<file path="src/rtl/mix_bus_accumulator_if.sv">
// Mix-bus accumulator request/RAM/result signals.
// The testbench drives the master side; the accumulator connects to the slave side.
interface mix_bus_accumulator_if #(
  parameter int unsigned ADDR_W = 4
);
  logic              start;
  logic [ADDR_W-1:0] ch_addr;
  logic [23:0]       sample_in;
  logic [17:0]       gain_in;
  logic              busy;
  logic              acc_valid;
  logic [35:0]       acc_out;

  modport master (
    output start, sample_in, gain_in,
    input  ch_addr, busy, acc_valid, acc_out
  );

  modport slave (
    input  start, sample_in, gain_in,
    output ch_addr, busy, acc_valid, acc_out
  );
endinterface

</file>
<file path="src/rtl/mix_bus_accumulator.sv">
// Sequential multiply-accumulate over NUM_CHANNELS sample*gain pairs read from a
// 1-cycle-latency channel RAM; produces a Q7.29 bus sum per start pulse.
module mix_bus_accumulator #(
  parameter int unsigned NUM_CHANNELS = 8,
  parameter int unsigned ADDR_W       = 4
) (
  input  logic                  clk,
  input  logic                  reset_n,
  mix_bus_accumulator_if.slave  bus
);

  localparam int unsigned SAMPLE_W = 24;
  localparam int unsigned GAIN_W   = 18;
  localparam int unsigned PROD_W   = SAMPLE_W + GAIN_W;
  localparam int unsigned ACC_W    = 36;
  localparam int unsigned SHIFT    = 10;
  localparam int unsigned TERM_W   = PROD_W - SHIFT;
  localparam logic [ADDR_W-1:0] LAST_ADDR = ADDR_W'(NUM_CHANNELS - 1);

  typedef enum logic [1:0] {
    IDLE,
    ADDR,
    DRAIN
  } state_e;

  state_e                     state_q, state_d;
  logic [ADDR_W-1:0]          ch_addr_q, ch_addr_d;
  logic                       busy_q, busy_d;
  logic                       acc_valid_q, acc_valid_d;
  logic                       rd_valid_q, rd_valid_d;
  logic                       prod_valid_q, prod_valid_d;
  logic signed [PROD_W-1:0]   prod_q, prod_d;
  logic [ACC_W-1:0]           acc_q, acc_d;
  logic [ACC_W-1:0]           acc_out_q, acc_out_d;

  logic signed [PROD_W-1:0]   sample_ext_c;
  logic signed [PROD_W-1:0]   gain_ext_c;
  logic [ACC_W-1:0]           term_c;
  logic [ACC_W-1:0]           acc_sum_c;

  // Q3.39 product floored to Q3.29 and sign-extended to the accumulator width.
  assign sample_ext_c = {{(PROD_W - SAMPLE_W){bus.sample_in[SAMPLE_W-1]}}, bus.sample_in};
  assign gain_ext_c   = {{(PROD_W - GAIN_W){bus.gain_in[GAIN_W-1]}}, bus.gain_in};
  assign term_c       = {{(ACC_W - TERM_W){prod_q[PROD_W-1]}}, prod_q[PROD_W-1:SHIFT]};
  assign acc_sum_c    = prod_valid_q ? (acc_q + term_c) : acc_q;

  always_ff @(posedge clk or negedge reset_n) begin
    if (!reset_n) begin
      state_q      <= IDLE;
      ch_addr_q    <= '0;
      busy_q       <= 1'b0;
      acc_valid_q  <= 1'b0;
      rd_valid_q   <= 1'b0;
      prod_valid_q <= 1'b0;
      prod_q       <= '0;
      acc_q        <= '0;
      acc_out_q    <= '0;
    end else begin
      state_q      <= state_d;
      ch_addr_q    <= ch_addr_d;
      busy_q       <= busy_d;
      acc_valid_q  <= acc_valid_d;
      rd_valid_q   <= rd_valid_d;
      prod_valid_q <= prod_valid_d;
      prod_q       <= prod_d;
      acc_q        <= acc_d;
      acc_out_q    <= acc_out_d;
    end
  end

  // Next state: RAM data for an ADDR cycle arrives one cycle later, its product
  // is registered on that edge and accumulated on the following one.
  always_comb begin
    state_d      = state_q;
    ch_addr_d    = ch_addr_q;
    busy_d       = busy_q;
    acc_valid_d  = 1'b0;
    rd_valid_d   = (state_q == ADDR);
    prod_valid_d = rd_valid_q;
    prod_d       = rd_valid_q ? (sample_ext_c * gain_ext_c) : prod_q;
    acc_d        = acc_sum_c;
    acc_out_d    = acc_out_q;

    unique case (state_q)
      IDLE: begin
        ch_addr_d = '0;
        if (bus.start) begin
          state_d = ADDR;
          busy_d  = 1'b1;
          acc_d   = '0;
        end
      end
      ADDR: begin
        if (ch_addr_q == LAST_ADDR) begin
          state_d   = DRAIN;
          ch_addr_d = '0;
        end else begin
          ch_addr_d = ch_addr_q + ADDR_W'(1);
        end
      end
      DRAIN: begin
        // Last product sits in prod_q once no read is outstanding.
        if (!rd_valid_q) begin
          state_d     = IDLE;
          busy_d      = 1'b0;
          acc_valid_d = 1'b1;
          acc_out_d   = acc_sum_c;
        end
      end
      default: begin
        state_d   = IDLE;
        ch_addr_d = '0;
        busy_d    = 1'b0;
      end
    endcase
  end

  assign bus.ch_addr   = ch_addr_q;
  assign bus.busy      = busy_q;
  assign bus.acc_valid = acc_valid_q;
  assign bus.acc_out   = acc_out_q;

endmodule
</file>
<file path="src/flat_wrapper.sv">
// flat-port wrapper written by rule: the top's interface ports become plain ports
module mix_bus_accumulator_flat 
#(
  parameter int unsigned NUM_CHANNELS = 8,
  parameter int unsigned ADDR_W       = 4
)
  (clk, reset_n, bus_start, bus_sample_in, bus_gain_in, bus_ch_addr, bus_busy, bus_acc_valid, bus_acc_out);
  mix_bus_accumulator_if #(.ADDR_W(ADDR_W)) bus_i ();
  input  logic clk;
  input  logic reset_n;
  input wire logic [$bits(bus_i.start)-1:0] bus_start;
  input wire logic [$bits(bus_i.sample_in)-1:0] bus_sample_in;
  input wire logic [$bits(bus_i.gain_in)-1:0] bus_gain_in;
  output wire logic [$bits(bus_i.ch_addr)-1:0] bus_ch_addr;
  output wire logic [$bits(bus_i.busy)-1:0] bus_busy;
  output wire logic [$bits(bus_i.acc_valid)-1:0] bus_acc_valid;
  output wire logic [$bits(bus_i.acc_out)-1:0] bus_acc_out;
  assign bus_i.start = bus_start;
  assign bus_i.sample_in = bus_sample_in;
  assign bus_i.gain_in = bus_gain_in;
  assign bus_ch_addr = bus_i.ch_addr;
  assign bus_busy = bus_i.busy;
  assign bus_acc_valid = bus_i.acc_valid;
  assign bus_acc_out = bus_i.acc_out;
  mix_bus_accumulator #(.NUM_CHANNELS(NUM_CHANNELS), .ADDR_W(ADDR_W)) u_core (.clk(clk), .reset_n(reset_n), .bus(bus_i));
endmodule
</file>
<file path="config.mk">
export PLATFORM = sky130hd
export DESIGN_NAME = mix_bus_accumulator_flat
export DESIGN_NICKNAME = d
export VERILOG_FILES = /design/src/rtl/mix_bus_accumulator_if.sv /design/src/rtl/mix_bus_accumulator.sv /design/src/flat_wrapper.sv
export SDC_FILE = /design/constraint.sdc
export NUM_CORES = 1
export LEC_CHECK = 0
export CAP_MARGIN = 10
export CORE_UTILIZATION = 50
export CTS_CLUSTER_DIAMETER = 50
export CTS_CLUSTER_SIZE = 14
export DETAILED_ROUTE_END_ITERATION = 6
export HOLD_SLACK_MARGIN = 0.08
export PLACE_DENSITY_LB_ADDON = 0.2
export SETUP_SLACK_MARGIN = 0.02
export SKIP_LAST_GASP = 1
export SYNTH_ARGS = -nofsm -noshare
export SYNTH_HDL_FRONTEND = slang
export SYNTH_SLANG_ARGS = --single-unit
</file>
<file path="constraint.sdc">
create_clock -name clk -period 4.1 [get_ports clk]
set_input_delay 0.82 -clock clk [delete_from_list [all_inputs] [get_ports clk]]
set_output_delay 0.82 -clock clk [all_outputs]
set_load 0.01 [all_outputs]
</file>
# Word-level counts from Yosys, hierarchy flattened
# Index checks and enable logic that the tools add are counted.
totals:
  register_bits: 124
  in_bits: 45
  output_inout_bits: 42
  wordCells: 38
classes:
  addsub: 2
  multipliers: 1
  n_eq_ne: 6
  n_mux: 14
  bitwise_logic: 2
  n_reduce_logical: 4
op_table:
  columns: ["cell", "count"]
  rows:
  - ["2-to-1 mux 36 bit", 3]
  - ["multiplier 24 x 18 -> 42 bit", 1]
  - ["adder 36 bit", 1]
  - ["case mux 4 bit (2 select lines)", 1]
  - ["2-to-1 mux 2 bit", 3]
  - ["!= test 2 bit (second input constant)", 3]
  - ["case mux 2 bit (3 select lines)", 1]
  - ["AND reduction 3 bit", 2]
  - ["adder 4 x 1 -> 4 bit (second input constant)", 1]
  - ["== test 4 x 3 -> 1 bit (second input constant)", 1]
  - ["2-to-1 mux 1 bit", 4]
  - ["2-to-1 mux 4 bit", 1]
  - ["case mux 1 bit (3 select lines)", 1]
  - ["== test 2 x 1 -> 1 bit (second input constant)", 1]
  - ["== test 2 bit (second input constant)", 1]
  - ["logical NOT 2 bit", 1]
  - ["NOT 1 bit", 2]
  - ["AND reduction 2 bit", 1]

# Depth between registers and ports, before layout
# Gate-level depths: netlist of the first run.
depth:
  depth_word: 4
  mapped_depth: 25

# Worst setup path before layout of the first run
# No wires, ideal clock.
synth_timing:
  path_type: "input port to flip-flop"
  startpoint: "input port bus_sample_in[18]"
  endpoint: "register u_core.prod_q[41]"
  arrival_ps: 6817
  required_ps: 4018
  setup_slack_ps: -2799
  stages: 22
  path_buffers: 2
  path_cell_list: "clkbuf_1 -> clkbuf_1 -> nand2_1 -> fa_1 -> fa_1 -> fa_1 -> inv_1 -> fa_1 -> fa_1 -> inv_1 -> fa_1 -> inv_1 -> ha_1 -> a21o_1 -> a21o_1 -> a21oi_2 -> nor2_1 -> or4_1 -> o2111ai_1 -> a21oi_1 -> or4_1 -> a31oi_1"
synth_between:
  elab_chain_len: 1
synth_rtl:
  columns: ["element", "line", "rtl"]
  rows:
  - ["start, declared", "flat_wrapper.sv:12", "input wire logic [$bits(bus_i.sample_in)-1:0] bus_sample_in;"]
  - ["multiplier 24 x 18 -> 42 bit", "mix_bus_accumulator.sv:80", "prod_d = rd_valid_q ? (sample_ext_c * gain_ext_c) : prod_q;"]
  - ["end signal, assigned", "mix_bus_accumulator.sv:65", "prod_q <= prod_d;"]
  - ["end, declared", "mix_bus_accumulator.sv:32", "logic signed [PROD_W-1:0] prod_q, prod_d;"]
# Every way passes these cells.
# A chain may end at the register's enable or synchronous reset.

# Final worst setup path of the first run
layout_timing:
  startpoint: "input port bus_gain_in[7]"
  endpoint: "register u_core.prod_q[34]"
layout_between:
  elab_chain_len: 1
layout_rtl:
  columns: ["element", "line", "rtl"]
  rows:
  - ["start, declared", "flat_wrapper.sv:13", "input wire logic [$bits(bus_i.gain_in)-1:0] bus_gain_in;"]
  - ["multiplier 24 x 18 -> 42 bit", "mix_bus_accumulator.sv:80", null]
# Every way passes these cells.

==> load_flow_metrics.sql, run 1 <==
INSERT INTO impl_metrics (metric_group, metric, value, unit) VALUES
('status', 'run_status', 'complete, but fails checks', ''),
('status', 'violations_in_the_final_reports', 'negative setup slack', ''),
('setup_path', 'timing.rr.start', 'u_core.acc_q[6]$_DFF_PN0_', ''),
('place', 'numPortBuffers', '86', ''),
('layout', 'antenna_cells_inserted', '0', ''),
('setup_path', 'crit_path_start_kind', 'input port', ''),
('clock_tree', 'clock_path_buffers', '2', ''),
('layout', 'multi_input_gate_area', '0.0170', 'mm2'),
('sta', 'maxSlewViolCount', '0', ''),
('routing', 'first_iter_violations', '1203', ''),
('synth', 'ys_seq_area_share', '13.5', '%'),
('synth', 'synth.area.mux_share', '1.74', '%'),
('routing', 'wl_met1', '24800', 'um'),
('routing', 'wl_met3', '3500', 'um'),
('routing', 'post_route_drc', '0', ''),
('sta', 'rsz0062_at_grt', 'yes', ''),
('synth', 'synth_xor_xnor_area_share', '2.20', '%'),
('clock_tree', 'cts-root-buf', 'clkbuf_16', ''),
('clock_tree', 'worstSkewPairLatency', '0.42', 'ns'),
('floorplan', 'core_outline_area', '0.0412', 'mm2'),
('synth', 'synth_async_sr_flop_share', '100', '%'),
('routing', 'routedWlPerCell', '17.6', 'um'),
('floorplan', 'initial_utilization', '51.2', '%'),
('sta', 'crit_path_setup_slack_layout', '-2.44', 'ns'),
('clock_tree', 'cts_tree', 'done', ''),
('synth', 'netlist_top_cells_area', 'fa_1 40%, dfrtp_1 14%, inv_1 9.4%, ha_1 8.1%, nand2_1 6.1%', ''),
('synth', 'synth_top_family_by_area', 'adder cells', ''),
('sta', 'max-slew-margin-rel', '31.5', '%'),
('setup_path', 'reg2regPathDepth', '10', ''),
('sta', 'finalClockSkew', '0.00898', 'ns'),
('synth', 'synth_compound_area_share', '7.70', '%'),
('grt', 'grt_pass1_wl', '92600', 'um'),
('layout', 'seq_area', '0.00285', 'mm2'),
('layout', 'fin_nets', '3309', ''),
('setup_path', 'reg2reg_to', 'u_core.bus.acc_out[34]$_DFFE_PN0P_', ''),
('floorplan', 'die_area', '0.0430', 'mm2'),
('clock_tree', 'numClockSinks', '114', ''),
('layout', 'layout.filler_cells', '3106', ''),
('setup_path', 'rrSetupSlack', '0.42', 'ns'),
('place', 'post-place-ws', '-3.10', 'ns'),
('setup_path', 'critical_path.startpoint', 'bus_gain_in[7]', ''),
('routing', 'top_layer', 'met4', ''),
('clock_tree', 'clkSlewWorstSetupHoldPaths', '0.06', 'ns'),
('routing', 'final_antenna_net_count', '0', ''),
('layout', 'finish.cell_count_without_fillers', '3248', ''),
('routing', 'routed_wl', '57200', 'um'),
('grt', 'grt_max_degree', '68', ''),
('synth', 'post_synthesis_average_cell_area', '9.06', 'um2'),
('sta', 'timing_worst_slew_pin_value', '1.02', 'ns'),
('run', 'cap_viol_max_count', '0', ''),
('sta', 'finalCritPeriodShare', '160', '%'),
('routing', 'detailedRoute.firstPassIterationCount', '5', ''),
('layout', 'layout-area-overhead-vs-synth', '31.0', '%'),
('grt', 'overflow', '0', ''),
('routing', 'via_count', '17000', ''),
('synth', 'synth_flop_cell', 'dfrtp_1', ''),
('sta', 'final-setup-viol-count', '32', ''),
('setup_path', 'critPathKind', 'input port to flop', ''),
('floorplan', 'design.portCount', '87', ''),
('setup_path', 'cp.arrival', '6.85', 'ns'),
('setup_path', 'cp-endpoint', 'u_core.prod_q[34]$_DFFE_PN0P_', ''),
('synth', 'synth_cells', '2329', ''),
('synth', 'post_synth_fa_ha_maj_area_fraction', '48.4', '%'),
('sta', 'hold_violations', '0', ''),
('clock_tree', 'cts_made_buffers', '17', ''),
('grt', 'gr-usage-all-layers', '27.0', '%'),
('routing', 'route.detailed.vias_per_inst', '5.24', ''),
('routing', 'detailroute.wirelength.met2', '26600', 'um'),
('place', 'place_hpwl', '41700', 'um'),
('setup_path', 'required_time_at_the_worst_slack_endpoint', '4.41', 'ns'),
('synth', 'netlist_area', '0.0211', 'mm2');
-- worst min-delay path by stage --
stage / from / to / slack [ns] / depth (start not counted)
4_1_cts: u_core.bus.acc_out[4]$_DFFE_PN0P_ / u_core.bus.acc_out[4]$_DFFE_PN0P_ / 0.48 / 2
6_report: reset_n / u_core.bus.acc_out[32]$_DFFE_PN0P_ / 0.46 / 1
5_1_grt: u_core.bus.acc_out[24]$_DFFE_PN0P_ / u_core.bus.acc_out[24]$_DFFE_PN0P_ / 0.50 / 2
2_1_floorplan: u_core.prod_valid_d$_DFF_PN0_ / u_core.prod_valid_q$_DFF_PN0_ / 0.39 / 0
3_3_place_gp: u_core.bus.acc_out[16]$_DFFE_PN0P_ / u_core.bus.acc_out[16]$_DFFE_PN0P_ / 0.46 / 2
3_5_place_dp: u_core.bus.acc_out[25]$_DFFE_PN0P_ / u_core.bus.acc_out[25]$_DFFE_PN0P_ / 0.47 / 2
-- cells in the mapped netlist, drive strengths merged, types with 41 or more instances --
master,instances
inv,528
fa,425
nand2,345
and2,157
ha,136
dfrtp,114
clkbuf,91
nor2,86
o21ai,76
a21oi,62
xnor2,41
-- cells by family after synthesis --
group / count (synthesis)
flip-flops: 114
adder cells (fa/ha/maj): 561
buffers and inverters: 624
AO/OA/AOI/OAI: 250
AND/OR/NAND/NOR: 692
multiplexers: 35
XOR/XNOR: 53
-- flip-flops by register name, summed over array words and instances (netlist names) --
signal and cells:
u_core.prod_valid_d 1, u_core.bus.busy 1, u_core.bus.acc_valid 1, u_core.state_q 2, u_core.prod_valid_q 1, u_core.bus.ch_addr 4, u_core.acc_q 36, u_core.prod_q 32
u_core.bus.acc_out 36
-- routing by layer --
layer  vias up  track usage [%]
li1       7793                -
met1      8439             37.3
met2       639             43.9
met3       145             3.66
met4         0             9.57
met5         -                0
-- critical path: stages --
cell      delay [ns]
buf_8           0.10
buf_12          0.13
buf_8           0.12
and2_1          0.18
fa_1            0.54
inv_1           0.06
fa_2            0.43
fa_2            0.55
inv_1           0.07
fa_2            0.39
fa_1            0.51
inv_1           0.05
fa_1            0.47
inv_1           0.04
ha_1            0.18
a21o_1          0.18
a21o_1          0.19
a21oi_2         0.16
nor2_1          0.07
or4_4           0.58
o2111a_2        0.32
or4_4           0.49
a31o_4          0.24
-- stage by stage --
stage | cell area (um2) | hold slack (ns)
CTS | 27300 | 0.485
finish | 27600 | 0.458
global route | 27600 | 0.504
detailed placement | 24700 | 0.472
global placement | 24700 | 0.461
floorplan | 21800 | 0.390
-- cell usage in the layout (no fill, tap or decap), drive strengths merged, types with 7 or more instances in the layout --
| master | netlist | layout |
|---|---|---|
| ha | 136 | 136 |
| nand4 | 7 | 7 |
| a31oi | 11 | 11 |
| and2 | 157 | 157 |
| nand2b | 13 | 13 |
| a21oi | 62 | 62 |
| clkbuf | 91 | 21 |
| nor2b | 18 | 18 |
| mux2i | 22 | 22 |
| xnor2 | 41 | 41 |
| buf | 3 | 383 |
| inv | 528 | 531 |
| o31ai | 10 | 10 |
| xor2 | 12 | 12 |
| bufbuf | 0 | 9 |
| clkdlybuf4s50 | 0 | 43 |
| nand3 | 19 | 19 |
| nand2 | 345 | 345 |
| a21o | 22 | 22 |
| fa | 425 | 425 |
| nor2 | 86 | 86 |
| mux2 | 13 | 13 |
| o21ai | 76 | 76 |
| nor3 | 13 | 13 |
| clkdlybuf4s15 | 0 | 7 |
| a211oi | 11 | 11 |
| clkinv | 2 | 7 |
| or3 | 11 | 11 |
| o211ai | 7 | 7 |
| dfrtp | 114 | 114 |
-- final cells by class --
class | instances | area share (%)
clock buffers | 17 | 1.54
clock inverters | 15 | 0.661
inverters | 530 | 7.20
multi-input cells | 1591 | 61.3
flip-flops and latches | 114 | 10.3
well taps | 532 | 2.41
repair buffers | 449 | 16.5
-- repair_timing --
action	4_1_cts	5_1_grt
gates resized for setup	349	146
buffers inserted	134	19
pin swaps	117	89
hold buffers	0	0
setup endpoints to repair	32	32
cloned	16	0
Power of run 1 is not shown: default switching activity piles up to over one toggle a cycle in this logic, so the estimate is an artifact.
==> run 2: changes to the inputs <==
--- a/config.mk
+++ b/config.mk
@@ -8,7 +8,7 @@
 export CAP_MARGIN = 10
 export CORE_UTILIZATION = 50
 export CTS_CLUSTER_DIAMETER = 50
-export CTS_CLUSTER_SIZE = 14
+export CTS_CLUSTER_SIZE = 40
 export DETAILED_ROUTE_END_ITERATION = 6
 export HOLD_SLACK_MARGIN = 0.08
 export PLACE_DENSITY_LB_ADDON = 0.2
==> constraint.sdc (replaced) <==
create_clock -name clk -period 6 [get_ports clk]
set_input_delay 1.2 -clock clk [delete_from_list [all_inputs] [get_ports clk]]
set_output_delay 1.2 -clock clk [all_outputs]
set_load 0.01 [all_outputs]
==> run 2 against run 1 <==
  * The flow still finishes with violations (negative setup slack)
  * Register-to-register slack better by 1.9 ns
  * Design area up 1.2%
  * Cell count down 0.15%
  * Utilization up 0.80 points
  * Die area unchanged
  * Worst setup slack better by 1.6 ns
  * Wire length up 2.7%
==> load_flow_metrics.sql, run 2 (synthesis gave the netlist of run 1 again) <==
INSERT INTO impl_metrics (metric_group, metric, value, unit) VALUES
('sta', 'max_freq', '146', 'MHz'),
('routing', 'route.detailed.vias_per_inst', '5.30', ''),
('floorplan', 'die_height', '207', 'um'),
('layout', 'layout.filler_cells', '3008', ''),
('sta', 'timing_worst_slew_pin_value', '1.05', 'ns'),
('setup_path', 'rrSetupSlack', '2.33', 'ns'),
('setup_path', 'path_max_fanout', '5', ''),
('clock_tree', 'cts-root-buf', 'clkbuf_16', ''),
('grt', 'grt_pass1_wl', '93600', 'um'),
('grt', 'grt_util_met3', '3.65', '%'),
('setup_path', 'reg2reg_to', 'u_core.bus.acc_out[32]$_DFFE_PN0P_', ''),
('setup_path', 'cp-endpoint', 'u_core.prod_q[34]$_DFFE_PN0P_', ''),
('sta', 'finalClockSkew', '0.00529', 'ns'),
('routing', 'routedWlPerCell', '18.1', 'um'),
('setup_path', 'reg2regPathDepth', '11', ''),
('clock_tree', 'htree_levels', '4', ''),
('floorplan', 'core_outline_area', '0.0412', 'mm2'),
('layout', 'post_route_cells_drive_above_1_share', '27.9', '%'),
('place', 'post-place-ws', '-1.63', 'ns'),
('setup_path', 'timing.rr.start', 'u_core.acc_q[0]$_DFF_PN0_', ''),
('place', 'place_hpwl', '41700', 'um'),
('grt', 'grt_max_degree', '68', ''),
('grt', 'groute.layer.met2.usage', '45.1', '%'),
('sta', 'rsz0062_at_grt', 'yes', ''),
('grt', 'antenna_found_initial', '0', ''),
('hold_path', 'min-delay-path-class', 'flop to flop', ''),
('layout', 'fin_nets', '3304', ''),
('clock_tree', 'worstSkewPairLatency', '0.41', 'ns'),
('layout', 'layout-area-overhead-vs-synth', '32.6', '%'),
('sta', 'max-slew-margin-rel', '29.6', '%'),
('floorplan', 'rows', '74', ''),
('layout', 'antenna_cells_inserted', '0', ''),
('clock_tree', 'cts_made_buffers', '17', ''),
('sta', 'hold-worst-slack', '0.476', 'ns'),
('setup_path', 'cp.arrival', '7.14', 'ns'),
('grt', 'grt_pass1_vias', '18200', ''),
('sta', 'maxSlewViolCount', '0', ''),
('status', 'run_status', 'complete, but fails checks', ''),
('place', 'numPortBuffers', '86', ''),
('run', 'cap_viol_max_count', '0', ''),
('setup_path', 'cp-end-kind', 'flop', ''),
('layout', 'seq_area', '0.00285', 'mm2'),
('clock_tree', 'cts_tree', 'done', ''),
('layout', 'most_frequent_standard_cell_in_the_layout_excluding_fill_and_tap_cells', 'inv_1', ''),
('routing', 'routed_wl', '58800', 'um'),
('place', 'detailed_place.area', '0.0246', 'mm2'),
('setup_path', 'critPathKind', 'input port to flop', ''),
('routing', 'final_antenna_net_count', '0', ''),
('place', 'place.detailed.instances', '3070', ''),
('sta', 'crit_path_setup_slack_layout', '-0.830', 'ns'),
('setup_path', 'required_time_at_the_worst_slack_endpoint', '6.31', 'ns'),
('setup_path', 'critical_path.startpoint', 'bus_gain_in[6]', ''),
('floorplan', 'design.portCount', '87', ''),
('routing', 'detailedRoute.firstPassIterationCount', '5', ''),
('sta', 'finalCritPeriodShare', '114', '%'),
('routing', 'post_route_drc', '0', ''),
('layout', 'finish.cell_count_without_fillers', '3243', ''),
('grt', 'use_met1', '36.7', '%'),
('clock_tree', 'numClockSinks', '114', ''),
('grt', 'grt_busiest_layer', 'met2', ''),
('clock_tree', 'clkSlewWorstSetupHoldPaths', '0.06', 'ns'),
('status', 'violations_in_the_final_reports', 'negative setup slack', ''),
('place', 'gp_congestion', '0.881', ''),
('grt', 'overflow', '0', ''),
('layout', 'multi_input_gate_area', '0.0171', 'mm2'),
('floorplan', 'initial_utilization', '51.2', '%'),
('routing', 'via_count', '17200', ''),
('grt', 'gr-usage-all-layers', '27.2', '%'),
('layout', 'layout_common_cells', '450 x inv_1, 370 x fa_1, 305 x nand2_1', ''),
('clock_tree', 'clock_path_buffers', '2', ''),
('layout', 'design_area', '0.0280', 'mm2'),
('routing', 'first_iter_violations', '1241', ''),
('sta', 'final-setup-viol-count', '25', ''),
('floorplan', 'die_width', '207', 'um'),
('sta', 'period_minus_slack', '6.83', 'ns'),
('floorplan', 'die_area', '0.0430', 'mm2'),
('sta', 'hold_violations', '0', ''),
('setup_path', 'crit_path_start_kind', 'input port', '');
[run 2: worst min-delay path by stage]
stage / start / end / cells past startpoint
after floorplan: u_core.prod_valid_d$_DFF_PN0_ / u_core.prod_valid_q$_DFF_PN0_ / 0
after detailed placement: u_core.bus.acc_out[20]$_DFFE_PN0P_ / u_core.bus.acc_out[20]$_DFFE_PN0P_ / 2
after global routing: u_core.bus.acc_out[1]$_DFFE_PN0P_ / u_core.bus.acc_out[1]$_DFFE_PN0P_ / 2
after CTS: u_core.bus.acc_out[20]$_DFFE_PN0P_ / u_core.bus.acc_out[20]$_DFFE_PN0P_ / 2
after global placement: u_core.bus.acc_out[20]$_DFFE_PN0P_ / u_core.bus.acc_out[20]$_DFFE_PN0P_ / 2
final: u_core.bus.acc_out[15]$_DFFE_PN0P_ / u_core.bus.acc_out[15]$_DFFE_PN0P_ / 2
[run 2: timing repair]
action / in CTS / in global routing
setup buffers: 108 / 24
setup endpoints to repair: 31 / 29
gates resized for setup: 345 / 253
pin swaps: 125 / 108
cloned: 25 / 2
hold buffers: 0 / 0
[run 2: critical path, cell delays in order]
cell and delay [ns]:
buf_12 0.11, buf_6 0.11, buf_16 0.13, and2_4 0.13
fa_1 0.52, inv_2 0.04, fa_2 0.37, fa_1 0.58
inv_2 0.05, fa_1 0.45, fa_1 0.49, inv_1 0.05
fa_1 0.49, inv_2 0.05, ha_4 0.23, a21o_1 0.18
a21o_1 0.18, a21oi_2 0.17, nor2_1 0.07, or4_4 0.45
o2111a_2 0.31, or4_4 0.54, a31o_4 0.24
[run 2: final cells by class]
class	count	share of cell area, %
clock buffers	18	1.53
multi-input cells	1591	61.2
inverters	530	7.12
repair buffers	444	16.9
well taps	532	2.38
flip-flops and latches	114	10.2
clock inverters	14	0.675
[run 2: routing by layer]
layer  wire, um  share of wire, %
met1      25000                42
met2      27900                47
met3       3680               6.3
met4       2280               3.9
met5          0                 0
[run 2: metrics by stage]
step           util [%]  TNS [ns]
4_1_cts            66.1    -11.57
3_3_place_gp       59.7    -37.71
2_1_floorplan         -     -9.55
5_1_grt            67.9    -16.75
3_5_place_dp       59.7    -39.08
6_report           67.9    -12.62
Power of run 2 is left out for the same reason.
==> run 3: changes to the inputs <==
--- a/config.mk
+++ b/config.mk
@@ -10,10 +10,12 @@
 export CTS_CLUSTER_DIAMETER = 50
 export CTS_CLUSTER_SIZE = 40
 export DETAILED_ROUTE_END_ITERATION = 6
+export GPL_ROUTABILITY_DRIVEN = 0
 export HOLD_SLACK_MARGIN = 0.08
 export PLACE_DENSITY_LB_ADDON = 0.2
 export SETUP_SLACK_MARGIN = 0.02
 export SKIP_LAST_GASP = 1
+export SLEW_MARGIN = 10
 export SYNTH_ARGS = -nofsm -noshare
 export SYNTH_HDL_FRONTEND = slang
 export SYNTH_SLANG_ARGS = --single-unit
==> run 3 against run 2 <==
  * The run still ends with negative setup slack left
  * Wire length fell by 1.5%
  * Design area down 0.98%
  * Sequential cell count unchanged
==> load_flow_metrics.sql, run 3 (synthesis gave the netlist of run 1 again) <==
INSERT INTO impl_metrics (metric_group, metric, value, unit) VALUES
('setup_path', 'cp.arrival', '7.17', 'ns'),
('layout', 'layout-area-overhead-vs-synth', '31.3', '%'),
('routing', 'first_iter_violations', '1216', ''),
('setup_path', 'crit_path_start_kind', 'input port', ''),
('clock_tree', 'cts_made_buffers', '17', ''),
('floorplan', 'die_area', '0.0430', 'mm2'),
('sta', 'maxSlewViolCount', '0', ''),
('setup_path', 'worstPathCellList', 'buf_12 -> buf_12 -> and2_4 -> fa_1 -> inv_2 -> fa_1 -> fa_1 -> inv_2 -> fa_1 -> fa_1 -> inv_1 -> fa_1 -> inv_2 -> ha_4 -> a21o_1 -> a21o_1 -> a21oi_2 -> nor2_1 -> or4_4 -> o2111ai_4 -> buf_6 -> a21oi_2 -> or4_1 -> a31oi_1', ''),
('clock_tree', 'clock_path_buffers', '2', ''),
('layout', 'post_route_cells_drive_above_1_share', '25.4', '%'),
('sta', 'max_freq', '146', 'MHz'),
('routing', 'final_antenna_net_count', '0', ''),
('routing', 'via_count', '17100', ''),
('status', 'violations_in_the_final_reports', 'negative setup slack', ''),
('clock_tree', 'htree_levels', '4', ''),
('setup_path', 'cpMaxStageDelayCell', 'fa_1', ''),
('run', 'cap_viol_max_count', '0', ''),
('setup_path', 'critPathTopFamily', 'adder cells', ''),
('sta', 'final.setup.tns', '-13.40', 'ns'),
('layout', 'layout_common_cells', '485 x inv_1, 369 x fa_1, 314 x nand2_1', ''),
('grt', 'gr-usage-all-layers', '27.6', '%'),
('setup_path', 'cp-endpoint', 'u_core.prod_q[41]$_DFFE_PN0P_', ''),
('layout', 'fin_nets', '3284', ''),
('clock_tree', 'cts_tree', 'done', ''),
('sta', 'hold_violations', '0', ''),
('setup_path', 'critical_path.max_stage_delay', '0.56', 'ns'),
('hold_path', 'min-delay-path-class', 'flop to flop', ''),
('layout', 'most_frequent_standard_cell_in_the_layout_excluding_fill_and_tap_cells', 'inv_1', ''),
('sta', 'rsz0062_at_grt', 'yes', ''),
('floorplan', 'die_width', '207', 'um'),
('setup_path', 'cp-end-kind', 'flop', ''),
('setup_path', 'reg2regPathDepth', '11', ''),
('setup_path', 'reg2reg_to', 'u_core.bus.acc_out[32]$_DFFE_PN0P_', ''),
('grt', 'grt_max_degree', '68', ''),
('clock_tree', 'cts-root-buf', 'clkbuf_16', ''),
('sta', 'final-setup-viol-count', '25', ''),
('setup_path', 'critPathKind', 'input port to flop', ''),
('routing', 'post_route_drc', '0', ''),
('setup_path', 'critical_path.n_buffers_inverters', '7', ''),
('sta', 'timing_worst_slew_pin_value', '1.04', 'ns'),
('place', 'place.detailed.instances', '3073', ''),
('floorplan', 'initial_utilization', '51.2', '%'),
('sta', 'period_minus_slack', '6.85', 'ns'),
('grt', 'grt_pass1_wl', '94800', 'um'),
('status', 'run_status', 'complete, but fails checks', ''),
('routing', 'routedWlPerCell', '18.0', 'um'),
('sta', 'finalClockSkew', '0.00760', 'ns'),
('place', 'place_hpwl', '42100', 'um'),
('grt', 'antenna_found_initial', '0', ''),
('routing', 'detailedRoute.firstPassIterationCount', '5', ''),
('floorplan', 'core_outline_area', '0.0412', 'mm2'),
('setup_path', 'required_time_at_the_worst_slack_endpoint', '6.32', 'ns'),
('sta', 'crit_path_setup_slack_layout', '-0.849', 'ns'),
('floorplan', 'design.portCount', '87', ''),
('setup_path', 'path_max_fanout', '5', ''),
('layout', 'antenna_cells_inserted', '0', ''),
('setup_path', 'timing.rr.start', 'u_core.acc_q[0]$_DFF_PN0_', ''),
('clock_tree', 'numClockSinks', '114', ''),
('grt', 'grt_pass1_vias', '18400', ''),
('routing', 'routed_wl', '57900', 'um'),
('setup_path', 'worstSetupPathDepth', '24', ''),
('clock_tree', 'clkSlewWorstSetupHoldPaths', '0.05', 'ns'),
('routing', 'route.detailed.vias_per_inst', '5.30', ''),
('setup_path', 'critical_path.startpoint', 'bus_gain_in[7]', ''),
('floorplan', 'die_height', '207', 'um'),
('clock_tree', 'worstSkewPairLatency', '0.41', 'ns'),
('setup_path', 'cp_common_cell', 'fa_1', ''),
('sta', 'hold-worst-slack', '0.475', 'ns'),
('floorplan', 'rows', '74', ''),
('grt', 'overflow', '0', ''),
('clock_tree', 'ctsHoldBuffers', '0', ''),
('place', 'numPortBuffers', '86', ''),
('layout', 'layout.filler_cells', '3133', ''),
('sta', 'finalCritPeriodShare', '114', '%'),
('setup_path', 'rrSetupSlack', '2.35', 'ns'),
('sta', 'max-slew-margin-rel', '30.6', '%'),
('layout', 'finish.cell_count_without_fillers', '3222', '');
## run 3: worst min-delay path by stage
stage,startpoint,endpoint,depth (start not counted)
global placement,u_core.bus.acc_out[20]$_DFFE_PN0P_,u_core.bus.acc_out[20]$_DFFE_PN0P_,2
finish,u_core.bus.acc_out[8]$_DFFE_PN0P_,u_core.bus.acc_out[8]$_DFFE_PN0P_,2
global route,u_core.bus.acc_out[7]$_DFFE_PN0P_,u_core.bus.acc_out[7]$_DFFE_PN0P_,2
CTS,u_core.bus.acc_out[8]$_DFFE_PN0P_,u_core.bus.acc_out[8]$_DFFE_PN0P_,2
floorplan,u_core.prod_valid_d$_DFF_PN0_,u_core.prod_valid_q$_DFF_PN0_,0
detailed placement,u_core.bus.acc_out[8]$_DFFE_PN0P_,u_core.bus.acc_out[8]$_DFFE_PN0P_,2
## run 3: per-stage QoR
step	setup WS (ns)	utilization [%]	area, um2
finish	-0.849	67.2	27700
global route	-1.00	67.2	27700
CTS	-0.782	65.9	27100
detailed placement	-1.56	59.8	24600
global placement	-1.53	59.8	24600
floorplan	-0.849	-	21700
## run 3: cell type report
cell class	instances	area, um2	share of cell area, %
clock buffer	20	467	1.68
clock inverter	11	183	0.659
inverter	530	1990	7.20
multi-input combinational	1591	16900	61.1
sequential	114	2850	10.3
tap	532	666	2.40
timing repair buffer	424	4610	16.6
## run 3: worst register-to-register path, delay by kind of cell (launching register included)
kind | cells | cell delay [ns]
compound gates | 7 | 1.76
simple gates | 2 | 0.72
fa+ha+maj | 2 | 0.69
flops | 1 | 0.38
## run 3: what timing repair did
| action | in CTS | in global routing |
|---|---|---|
| pin swaps | 136 | 101 |
| endpoints found under the setup margin | 32 | 29 |
| setup buffers | 73 | 31 |
| gates cloned | 29 | 0 |
| resized for setup | 362 | 150 |
## run 3: layer usage
| layer | up-vias | track usage, % | wire (um) |
|---|---|---|---|
| met2 | 682 | 45.3 | 27000 |
| met1 | 8431 | 36.4 | 24200 |
| li1 | 7752 | - | - |
| met4 | 0 | 12.1 | 2810 |
| met5 | - | 0 | 0 |
| met3 | 197 | 4.39 | 3920 |
Power of run 3 is left out for the same reason.
